[config.mk]
export PLATFORM = sky130hd
export DESIGN_NAME = svc_rv_io_demux
export DESIGN_NICKNAME = d
export VERILOG_FILES = /design/src/rtl/svc_rv_io_pkg.sv /design/src/rtl/svc_rv_io_decode.sv /design/src/rtl/svc_rv_io_demux.sv
export SDC_FILE = /design/constraint.sdc
export NUM_CORES = 1
export LEC_CHECK = 0
export ABC_CLOCK_PERIOD_IN_PS = 4750
export CORE_AREA = 5 5 161 163
export DETAILED_ROUTE_END_ITERATION = 16
export DIE_AREA = 0 0 166 168
export GPL_ROUTABILITY_DRIVEN = 0
export SYNTH_ARGS = -nofsm -noshare
export SYNTH_HDL_FRONTEND = slang
export SYNTH_SLANG_ARGS = --single-unit
[constraint.sdc]
create_clock -name clk -period 4.75 [get_ports clk]
set_input_delay 0.475 -clock clk [delete_from_list [all_inputs] [get_ports clk]]
set_output_delay 0.475 -clock clk [all_outputs]
set_load 0.005 [all_outputs]
[src/rtl/svc_rv_io_pkg.sv]
// Shared types and constants for the RV core MMIO demultiplexer.
package svc_rv_io_pkg;

    // Width of the saturating unmapped-access counter.
    localparam int ERR_CNT_W = 16;

    // Target index width; covers the maximum of 8 targets.
    localparam int IDX_W = 3;

    // One stage of the read-tag pipeline that travels alongside a read.
    typedef struct packed {
        logic             valid;
        logic             mapped;
        logic [IDX_W-1:0] idx;
    } rd_tag_t;

endpackage

[src/rtl/svc_rv_io_decode.sv]
// Combinational address decode: finds the lowest-index region containing
// the address and returns a one-hot select, index and in-region offset.
module svc_rv_io_decode
    import svc_rv_io_pkg::*;
#(
    parameter int                     NUM_TGT = 4,
    parameter int                     AW      = 32,
    parameter int                     TGT_AW  = 10,
    parameter logic [NUM_TGT*AW-1:0]  BASES   = '0
) (
    input  logic [AW-1:0]      addr_i,
    output logic               hit_o,
    output logic [IDX_W-1:0]   idx_o,
    output logic [NUM_TGT-1:0] sel_o,
    output logic [AW-1:0]      offset_o
);

    logic [NUM_TGT-1:0] match;

    // Per-target region compare on the bits above the region size.
    generate
        for (genvar gi = 0; gi < NUM_TGT; gi++) begin : g_match
            localparam logic [AW-1:0] BASE = BASES[gi*AW +: AW];
            assign match[gi] = (addr_i[AW-1:TGT_AW+2] == BASE[AW-1:TGT_AW+2]);
        end
    endgenerate

    // Priority pick: scan high to low so the lowest matching index wins.
    always_comb begin
        hit_o    = 1'b0;
        idx_o    = '0;
        sel_o    = '0;
        offset_o = '0;
        for (int i = NUM_TGT - 1; i >= 0; i--) begin
            if (match[i]) begin
                hit_o    = 1'b1;
                idx_o    = IDX_W'(i);
                sel_o    = '0;
                sel_o[i] = 1'b1;
                offset_o = addr_i - BASES[i*AW +: AW];
            end
        end
    end

endmodule

[src/rtl/svc_rv_io_demux.sv]
// MMIO demultiplexer between the core io_* port and NUM_TGT targets, with
// an in-order read-return tag pipeline and sticky unmapped-access logging.
module svc_rv_io_demux
    import svc_rv_io_pkg::*;
#(
    parameter int                    NUM_TGT        = 4,
    parameter int                    AW             = 32,
    parameter int                    DW             = 32,
    parameter int                    TGT_AW         = 10,
    parameter logic [NUM_TGT*AW-1:0] BASES          = {32'h0000_3000, 32'h0000_2000,
                                                       32'h0000_1000, 32'h0000_0000},
    parameter int                    RD_LAT         = 1,
    parameter int                    OUT_REG        = 0,
    parameter logic [DW-1:0]         UNMAPPED_RDATA = 32'hDEAD_BEEF
) (
    input  logic                  clk,
    input  logic                  rst,
    input  logic                  io_ren,
    input  logic [AW-1:0]         io_raddr,
    output logic [DW-1:0]         io_rdata,
    input  logic                  io_wen,
    input  logic [AW-1:0]         io_waddr,
    input  logic [DW-1:0]         io_wdata,
    input  logic [DW/8-1:0]       io_wstrb,
    output logic [NUM_TGT-1:0]    tgt_ren,
    output logic [AW-1:0]         tgt_raddr,
    input  logic [NUM_TGT*DW-1:0] tgt_rdata,
    output logic [NUM_TGT-1:0]    tgt_wen,
    output logic [AW-1:0]         tgt_waddr,
    output logic [DW-1:0]         tgt_wdata,
    output logic [DW/8-1:0]       tgt_wstrb,
    input  logic                  err_clr,
    output logic                  err,
    output logic [AW-1:0]         err_addr,
    output logic [ERR_CNT_W-1:0]  err_cnt
);

    logic               hit_r, hit_w;
    logic [IDX_W-1:0]   idx_r, idx_w;
    logic [NUM_TGT-1:0] sel_r, sel_w;
    logic [AW-1:0]      off_r, off_w;

    svc_rv_io_decode #(
        .NUM_TGT (NUM_TGT),
        .AW      (AW),
        .TGT_AW  (TGT_AW),
        .BASES   (BASES)
    ) u_dec_r (
        .addr_i   (io_raddr),
        .hit_o    (hit_r),
        .idx_o    (idx_r),
        .sel_o    (sel_r),
        .offset_o (off_r)
    );

    svc_rv_io_decode #(
        .NUM_TGT (NUM_TGT),
        .AW      (AW),
        .TGT_AW  (TGT_AW),
        .BASES   (BASES)
    ) u_dec_w (
        .addr_i   (io_waddr),
        .hit_o    (hit_w),
        .idx_o    (idx_w),
        .sel_o    (sel_w),
        .offset_o (off_w)
    );

    logic wr_active;
    assign wr_active = io_wen & (|io_wstrb);

    // Strobes are held off during reset so no target sees a half-reset access.
    assign tgt_ren   = (io_ren & ~rst)    ? sel_r : '0;
    assign tgt_wen   = (wr_active & ~rst) ? sel_w : '0;
    assign tgt_raddr = off_r;
    assign tgt_waddr = off_w;
    assign tgt_wdata = io_wdata;
    assign tgt_wstrb = io_wstrb;

    // ---------------- read-tag pipeline ----------------
    rd_tag_t tag_q [RD_LAT];
    rd_tag_t tag0_d;
    rd_tag_t tag_last;

    // Stage-0 tag describes whatever read is issued this cycle.
    always_comb begin
        tag0_d        = '0;
        tag0_d.valid  = io_ren;
        tag0_d.mapped = hit_r;
        tag0_d.idx    = idx_r;
    end

    // Shift tags in lockstep with the target read latency; reset flushes all.
    always_ff @(posedge clk) begin
        if (rst) begin
            for (int i = 0; i < RD_LAT; i++) tag_q[i] <= '0;
        end else begin
            tag_q[0] <= tag0_d;
            for (int i = 1; i < RD_LAT; i++) tag_q[i] <= tag_q[i-1];
        end
    end

    assign tag_last = tag_q[RD_LAT-1];

    logic [DW-1:0] rdata_d;

    // Steer the returning target data selected by the oldest tag.
    always_comb begin
        rdata_d = '0;
        if (tag_last.valid) begin
            if (tag_last.mapped) rdata_d = tgt_rdata[int'(tag_last.idx)*DW +: DW];
            else                 rdata_d = UNMAPPED_RDATA;
        end
    end

    generate
        if (OUT_REG != 0) begin : g_out_reg
            logic [DW-1:0] rdata_q;
            // Optional output register for timing closure on the return path.
            always_ff @(posedge clk) begin
                if (rst) rdata_q <= '0;
                else     rdata_q <= rdata_d;
            end
            assign io_rdata = rdata_q;
        end else begin : g_out_comb
            assign io_rdata = rdata_d;
        end
    endgenerate

    // ---------------- error logging ----------------
    logic                 err_q, err_d;
    logic [AW-1:0]        err_addr_q, err_addr_d;
    logic [ERR_CNT_W-1:0] err_cnt_q, err_cnt_d;
    logic                 rd_err, wr_err;
    logic [1:0]           err_inc;
    logic [ERR_CNT_W:0]   cnt_sum;

    assign rd_err  = io_ren & ~hit_r;
    assign wr_err  = wr_active & ~hit_w;
    assign err_inc = {1'b0, rd_err} + {1'b0, wr_err};
    assign cnt_sum = {1'b0, err_cnt_q} + (ERR_CNT_W+1)'(err_inc);

    // Next error state: clear beats events; the first address sticks until cleared.
    always_comb begin
        err_d      = err_q;
        err_addr_d = err_addr_q;
        err_cnt_d  = err_cnt_q;
        if (err_clr) begin
            err_d     = 1'b0;
            err_cnt_d = '0;
        end else if (rd_err | wr_err) begin
            err_d     = 1'b1;
            err_cnt_d = cnt_sum[ERR_CNT_W] ? '1 : cnt_sum[ERR_CNT_W-1:0];
            if (!err_q) err_addr_d = rd_err ? io_raddr : io_waddr;
        end
    end

    // Error state registers.
    always_ff @(posedge clk) begin
        if (rst) begin
            err_q      <= 1'b0;
            err_addr_q <= '0;
            err_cnt_q  <= '0;
        end else begin
            err_q      <= err_d;
            err_addr_q <= err_addr_d;
            err_cnt_q  <= err_cnt_d;
        end
    end

    assign err      = err_q;
    assign err_addr = err_addr_q;
    assign err_cnt  = err_cnt_q;

endmodule

==> out/qor.csv, run 1 <==
metric,value,unit
die_x,166,um
p_leak,3.11,nW
clkPwrFrac,0.293,
critPathSlowestCell,clkdlybuf4s50_1,
outcome,finished clean,
fin_tns_setup,0,ps
mappedNetlistArea,4910,um2
layout-drive-gt1-share,0.109,
vias_per_cell,4.72,
power_frac_seq,0.361,
fin_cells,1200,
power_density,155,nW/um2
grt_max_degree,39,
rsz0062_at_grt,false,
first_global_vias,5785,
reg2reg_setup_slack,2410,ps
grt.total_usage,0.170,
ioPinCount,422,
synth_edf_count,0,
grt_pass1_wl,37.2,mm
power,1.35,mW
top_layer_used,met5,
path_max_fanout,13,
clkSinkCount,53,
internal_power,0.953,mW
tritoncts,built,
maxClockFrequency,0.249,GHz
post-place-cells,1191,
ys_ff_latch,53,
fin_crit_sh,0.847,
start_util,0.203,
path_depth,14,
yosys_warnings,0,
grt.overflow.total,0,
async_flop_share,0,
r2r_cells,7,
wl_met3,2.49,mm
p_comb_frac,0.346,
cts_root_buf,clkbuf_16,
layout_commonest_cell,clkdlybuf4s50_1,
dpl.hpwl,20.9,mm
setup_viol,0,
ant_nets,0,
wl_met2,13.0,mm
reg2reg_to,err_cnt[13],
cp_data_required_time,4980,ps
synth.avg_cell_area,8.52,um2
drt_wl_total,25.4,mm
cp_cell_sequence,clkdlybuf4s50_1 -> inv_1 -> ha_1 -> nor4_1 -> and3b_1 -> a21o_1 -> inv_2 -> fa_1 -> ha_1 -> and3_1 -> and3_1 -> a21boi_2 -> nand3_1 -> o21ai_1,
row_count,57,
wl_per_cell,21.1,um
path_clk_slew,90,ps
timing.slew.headroom,0.211,
post_cts_resized,0,
skew,13.5,ps
drt_first_pass_iters,4,
endpoint_kind,register,
wl_met1,9.51,mm
swShare,0.292,
drtIter0Drc,271,
r2r-start,err_cnt[0],
fill_cells,2450,
synthFlopType,dfxtp_1,
synth_cell_types,54,
startpoint_type,primary input,
die_y,168,um
cap_violations,0,
nets,1125,
cp_data_arrival_time,4260,ps
critPathLaunch,io_raddr[12],
cpLargestDelayFamily,simple AND/OR/NAND/NOR gates,
worst_pin_slew,1180,ps
cpPeakStageDelay,700,ps
drc_errors,0,
layout_common_cells,"356 x clkdlybuf4s50_1, 57 x nor2_1, 51 x dfxtp_1, 42 x o21a_1, 41 x nand2_1",
endpoint,err_cnt[11],
cp_num_buf_inv,3,
switching_power,0.394,mW
io_buffer_count,357,
post-cts-setup-buffers,0,
cts_buffers,5,
hold_violations,0,
antenna_found_initial,5,
syn_to_final_growth,77.4,%
maxSlewViolCount,0,
synthesis.nets,827,
core_area,24200,um2
fin_crit,4020,ps
synth.yosys.seq_area_share,0.216,
die_area,27900,um2
h-tree-depth,2,
clk_latency,300,ps
worstSetupPathType,primary input to register,
synthCells,576,
ir_drop,0.127,mV
min_path_type,primary input to register,
cts_buffer_depth,2,
hold_buffers,0,
dr_total_vias,5658,
[worst min-delay path by stage]
stage | start | end | slack (ps) | cells after the start
after CTS | rst | tag_q[0][3] | 420 | 2
after detailed placement | err_addr[29] | err_addr[29] | 490 | 2
after global routing | rst | tag_q[0][3] | 440 | 2
after global placement | err_addr[29] | err_addr[29] | 480 | 2
after floorplan | err_addr[14] | err_addr[14] | 480 | 2
final | rst | tag_q[0][3] | 430 | 2
[cell type report]
class / instances / area (um2) / area share
Timing Repair Buffer: 374 / 3700 / 0.425
Multi-Input combinational cell: 424 / 3320 / 0.382
Sequential cell: 53 / 1060 / 0.122
Tap cell: 324 / 405 / 0.0466
Clock buffer: 5 / 125 / 0.0144
Inverter: 16 / 60.1 / 0.00690
Clock inverter: 3 / 28.8 / 0.00331
Antenna cell: 1 / 2.50 / 0.000287
[power by group through the flow]
stage | clock, mW | sequential (mW) | combinational (mW)
final | 0.395 | 0.487 | 0.466
after global routing | 0.432 | 0.490 | 0.501
after CTS | 0.415 | 0.487 | 0.472
after detailed placement | 0 | 0.497 | 0.469
after global placement | 0 | 0.496 | 0.468
after floorplan | 0 | 0.494 | 0.187
[Yosys cell counts, drive strengths merged (10+ instances only)]
cell | number | area share
o21a | 42 | 0.064
a21oi | 35 | 0.036
xor2 | 10 | 0.018
inv | 16 | 0.012
nand2 | 41 | 0.031
nor2 | 57 | 0.044
buf | 54 | 0.075
clkbuf | 29 | 0.022
dfxtp | 53 | 0.22
and3 | 29 | 0.037
mux4 | 32 | 0.15
a211oi | 28 | 0.067
o21ai | 25 | 0.026
nor3 | 19 | 0.019
nor4 | 11 | 0.014
ha | 17 | 0.043
and2 | 22 | 0.028
[worst reg2reg max path, cell delays in order (launching register included)]
cell      delay [ps]
dfxtp_1          370
fa_1             450
ha_1             210
and3_1           190
and3_1           220
a21boi_2         200
nand3_1          400
o21ai_0          160
[kinds of logic (layout without fill, tap and decap cells)]
group           count (synthesis)  in the layout  synth area share
flops                          53             53             0.216
buf+inv                        99            398             0.109
xor+xnor                       13             13            0.0232
simple gates                  205            205             0.212
other cells                     0              1                 0
fa+ha+maj                      18             18            0.0474
mux                            34             34             0.151
compound gates                154            154             0.241
[routing by layer]
layer | vias up | GRT usage
li1 | 2677 | -
met1 | 2658 | 0.192
met2 | 288 | 0.309
met3 | 27 | 0.0659
met4 | 8 | 0.0283
met5 | - | 0
[state kept, by name (all words and copies together), names as in the netlist]
register  flops
err           1
err_addr     32
err_cnt      16
tag_q         4
[per-stage QoR]
step	setup WS (ps)	util	hold WS [ps]	area [um2]
final	726	0.360	433	8700
after detailed placement	356	0.354	490	8550
after global routing	402	0.360	441	8700
after floorplan	1100	-	484	4910
after CTS	626	0.360	422	8700
after global placement	349	0.354	480	8550
Note: power is estimated with default switching activity, not from simulation.
==> run 2: changes to the inputs <==
--- a/config.mk
+++ b/config.mk
@@ -5,7 +5,7 @@
 export SDC_FILE = /design/constraint.sdc
 export NUM_CORES = 1
 export LEC_CHECK = 0
-export ABC_CLOCK_PERIOD_IN_PS = 4750
+export ABC_CLOCK_PERIOD_IN_PS = 4100
 export CORE_AREA = 5 5 161 163
 export DETAILED_ROUTE_END_ITERATION = 16
 export DIE_AREA = 0 0 166 168
==> constraint.sdc (replaced) <==
create_clock -name clk -period 4.1 [get_ports clk]
set_input_delay 0.41 -clock clk [delete_from_list [all_inputs] [get_ports clk]]
set_output_delay 0.41 -clock clk [all_outputs]
set_load 0.005 [all_outputs]
==> run 2 against run 1 <==
Against the previous run: largest cell class unchanged; highest routed layer unchanged; utilization up 0.32 points; clock skew down 7.2 ps; largest power group unchanged; sequential cell count unchanged; clock power up 14%.
==> out/qor.csv, run 2 (synthesis gave the netlist of run 1 again) <==
metric,value,unit
diodes,0,
fin_cells,1210,
fin_crit_sh,0.902,
cp_cell_sequence,clkdlybuf4s50_1 -> nor3_1 -> nand4_1 -> a2111oi_0 -> o21ai_0 -> nand2_1 -> o21a_1 -> clkdlybuf4s50_1,
cpPeakStageDelay,520,ps
dr_total_vias,5686,
syn_to_final_growth,78.9,%
cpLargestDelayFamily,simple AND/OR/NAND/NOR gates,
hold_buffers,0,
cp_data_arrival_time,3290,ps
clk_latency,300,ps
cp_data_required_time,3690,ps
switching_power,0.455,mW
drtIter0Drc,280,
dpl.hpwl,21.1,mm
core_area,24200,um2
drt_wl_total,25.6,mm
layout-drive-gt1-share,0.120,
maxSlewViolCount,0,
tritoncts,built,
ioPinCount,422,
critPathSlowestCell,clkdlybuf4s50_1,
drc_errors,0,
path_clk_slew,70,ps
clkPwrFrac,0.290,
cp_num_buf_inv,2,
die_y,168,um
fin_tns_setup,0,ps
post-cts-setup-buffers,0,
grt.total_usage,0.171,
cap_violations,0,
grt_max_degree,39,
outcome,finished clean,
worstSetupPathType,primary input to output port,
skew,6.28,ps
whs_path_depth,2,
swShare,0.292,
wl_per_cell,21.1,um
reg2reg_setup_slack,1990,ps
row_count,57,
setup_viol,0,
r2r-start,err_cnt[0],
io_buffer_count,357,
antenna_found_initial,4,
post-place-cells,1202,
nets,1136,
drt_first_pass_iters,4,
die_area,27900,um2
layout_commonest_cell,clkdlybuf4s50_1,
power_density,177,nW/um2
r2r_cells,8,
startpoint_type,primary input,
path_depth,8,
hold_slack,423,ps
die_x,166,um
clkSinkCount,53,
min_to,tag_q[0][1],
internal_power,1.10,mW
holdCritStartpoint,rst,
post_cts_resized,0,
grt.overflow.total,0,
ant_nets,0,
p_leak,3.16,nW
endpoint_kind,output port,
crit_top_cell,clkdlybuf4s50_1,
power,1.56,mW
grt_pass1_wl,37.5,mm
first_global_vias,5910,
h-tree-depth,2,
cts_root_buf,clkbuf_16,
power_frac_seq,0.362,
rsz0062_at_grt,false,
min_path_type,primary input to register,
hold_violations,0,
start_util,0.203,
timing.slew.headroom,0.174,
path_max_fanout,9,
p_comb_frac,0.348,
reg2reg_to,err_cnt[3],
layout_common_cells,"356 x clkdlybuf4s50_1, 57 x nor2_1, 51 x dfxtp_1, 42 x o21a_1, 41 x nand2_1",
cts_buffers,5,
cts_buffer_depth,2,
vias_per_cell,4.70,
maxClockFrequency,0.270,GHz
ir_drop,0.162,mV
fin_crit,3700,ps
worst_pin_slew,1240,ps
largest_reg_flops,32,
## run 2: changes by cell type in the layout (fill, tap and decap cells not counted), sizes merged
cell / before / now
clkinvlp: 0 / 1
inv: 19 / 17
diode: 1 / 0
buf: 18 / 29
clkinv: 0 / 1
## run 2: cell type report
type | instances | area [um2]
repair buffers | 385 | 3780
inverters | 16 | 60.1
fillers | 2453 | 15400
well taps | 324 | 405
clock inverters | 3 | 25.0
multi-input cells | 424 | 3320
flip-flops and latches | 53 | 1060
clock buffers | 5 | 125
## run 2: power by group through the flow
stage / Combinational [mW] / Clock, mW / Sequential [mW]
final: 0.542 / 0.452 / 0.564
after global routing: 0.582 / 0.495 / 0.568
after CTS: 0.550 / 0.472 / 0.565
after detailed placement: 0.547 / 0 / 0.576
after global placement: 0.546 / 0 / 0.575
after floorplan: 0.216 / 0 / 0.572
## run 2: worst max path at each step
stage / startpoint / end / slack, ps
floorplan: io_raddr[13] / err_cnt[13] / 520
global placement: io_waddr[26] / err_cnt[3] / 190
detailed placement: io_waddr[26] / err_cnt[3] / 120
CTS: io_waddr[26] / tgt_waddr[13] / 340
global route: io_raddr[19] / tgt_raddr[23] / 150
finish: io_raddr[19] / tgt_raddr[23] / 400
## run 2: through the flow
stage	area, um2	utilization	worst slack, ps
3_5_place_dp	8630	0.357	115
6_report	8780	0.363	401
3_3_place_gp	8630	0.357	189
2_1_floorplan	4910	-	520
5_1_grt	8780	0.363	152
4_1_cts	8780	0.363	335
## run 2: layer usage
metal  global-route usage  routed length [um]  vias up
met5                    0                  46        -
met4               0.0265                 268        8
met3               0.0692                2380       21
met2                0.324               13500      261
met1                0.182                9400     2696
li1                     -                   -     2700
## run 2: worst register-to-register path, delay by kind of cell, from the launching register on
kind            cells  cell delay [ps]
buf+inv             1              150
fa+ha+maj           2              660
simple gates        3              530
flops               1              360
compound gates      2              290
==> RTL edit: new RTL, config.mk and constraints of run 2 <==
Put a register stage on the output `io_rdata`. The value now appears one clock later. The other outputs are not delayed to match.
--- a/src/rtl/svc_rv_io_demux.sv
+++ b/src/rtl/svc_rv_io_demux.sv
@@ -36,2 +36,4 @@
 );
+
+    logic [DW-1:0] io_rdata_d;
 
@@ -123,5 +125,5 @@
             end
-            assign io_rdata = rdata_q;
+            assign io_rdata_d = rdata_q;
         end else begin : g_out_comb
-            assign io_rdata = rdata_d;
+            assign io_rdata_d = rdata_d;
         end
@@ -174,2 +176,6 @@
 
+    always_ff @(posedge clk) begin
+        io_rdata <= io_rdata_d;
+    end
+
 endmodule
Function: changed (Yosys sat finds a counterexample within 4 cycles, from zero or initial values and one cycle with rst high).
==> RTL edit against run 2 <==
Cell count rose by 3.9%. Setup slack got worse by 16 ps. Sequential share of layout area rose by 5.7 points. Clock skew rose by 1.7 ps. Sequential cell count rose by 32. Area after synthesis rose by 13%. Cell area rose by 8.9%. Power rose by 50%. Count of clock-buffer cells in the layout rose by 4. Wire length fell by 1.6%. First-iteration DRC count fell by 40%. Critical endpoint is now err_cnt[5]$_SDFFE_PP0P_. Highest routed layer is now met4.
==> RTL edit: results (changes against run 2) <==
share of cells above drive strength 1=11.8% (-0.17 points); synth top area cells=dfxtp_1 (31%), mux4_2 (13%), buf_4 (5.0%); global-route wire length before repair=38.0 mm (+1.5%); DP Worst Slack=18.6 ps (-96.6 ps); syn nets=867 (+4.8%); status=finished, final reports clean; Overall Global Routing Usage=17.3% (+0.21 points); Total Wirelength=25.2 mm (-1.6%); initial antenna violation count=0 (-4); Post-layout nets=1179 (+3.8%); met3 usage=5.30% (-1.6 points); sequential-to-total area share from yosys stat=30.8% (+9.1 points); GR Layer Usage met2=31.5% (-0.92 points); vias in the first global route=6193 (+4.8%); grt met1 use=19.9% (+1.7 points); crit path DAT=3970 ps (+680 ps); port bufs=357 (unchanged); Final HPWL DP=19.9 mm (-5.8%); WL met3=1.90 mm (-20%); DR iter-0 viols=167 (-40%); wl on met1=9.90 mm (+5.4%); clk buf depth=2 (unchanged); dpl cell area=9240 um^2 (+7.1%); via density per instance=4.76 (+1.3%); worst vdd ir=0.206 mV (+27%); largest net degree at the start of global routing=37 (-5.1%); CTS Buf Count=9 (+4); top sig layer=met4; unique cell type count in the Yosys netlist=55 (+1.9%); worst clock skew=7.93 ps (+1.66 ps); Slew headroom=19.2% (+1.8 points); worst skew pair latency=350 ps (+50 ps); WL met2=12.9 mm (-4.4%); H-tree level count=3 (+1); Commonest cells post-synth=dfxtp_1 (85), nor2_1 (61), nand2_1 (55); leakage=0.00345 uW (+9.3%); critical path fanouts, max=8 (-1)
-- RTL edit: path summary, 6_finish.rpt --
check	end	start	slack (ps)
worst min-delay path	tag_q[0][3]$_SDFF_PP0_	rst	440
worst min register to register	err_addr[31]$_SDFFE_PP0P_	err_addr[31]$_SDFFE_PP0P_	500
worst max-delay path	err_cnt[5]$_SDFFE_PP0P_	io_waddr[13]	380
worst max register to register	err_cnt[5]$_SDFFE_PP0P_	err_cnt[0]$_SDFFE_PP0P_	1650
-- RTL edit: worst max-delay path: stages --
cell and delay, ps:
clkdlybuf4s50_1 550, inv_1 220, ha_1 280, nor4_2 90, o31ai_4 360, inv_2 110, fa_1 430, ha_1 230
and3_1 240, and4_1 220, and2_1 190, a21oi_1 340, a41o_1 230, nor2_1 40
-- RTL edit: metrics by stage --
stage / hold WS, ps / std cells
global placement: 480 / 1241
CTS: 431 / 1257
global route: 488 / 1257
finish: 441 / 1257
detailed placement: 486 / 1241
floorplan: 484 / 616
-- RTL edit: area by class of cell --
cell class / instances / area, um^2
clock buffers: 9 / 225
clock inverters: 7 / 86.3
fillers: 2405 / 14600
inverters: 14 / 52.6
multi-input cells: 435 / 3330
flip-flops and latches: 85 / 1700
well taps: 324 / 405
repair buffers: 383 / 3760
-- RTL edit: report_power, final --
part,switching [uW],leakage (uW),total (uW),internal [uW]
combinational,213,0.00260,542,329
sequential,24.5,0.000699,891,866
clock,408,0.000151,897,489
total,646,0.00345,2330,1680
-- RTL edit: logic make-up (layout without fill, tap and decap cells) --
family,after synthesis,after routing,synth area share (%)
AND/OR/NAND/NOR,244,244,22.7
AO/OA/AOI/OAI,139,139,19.4
buffers and inverters,96,413,9.52
flip-flops,85,85,30.8
multiplexers,34,34,13.4
adder cells (fa/ha/maj),18,18,4.21
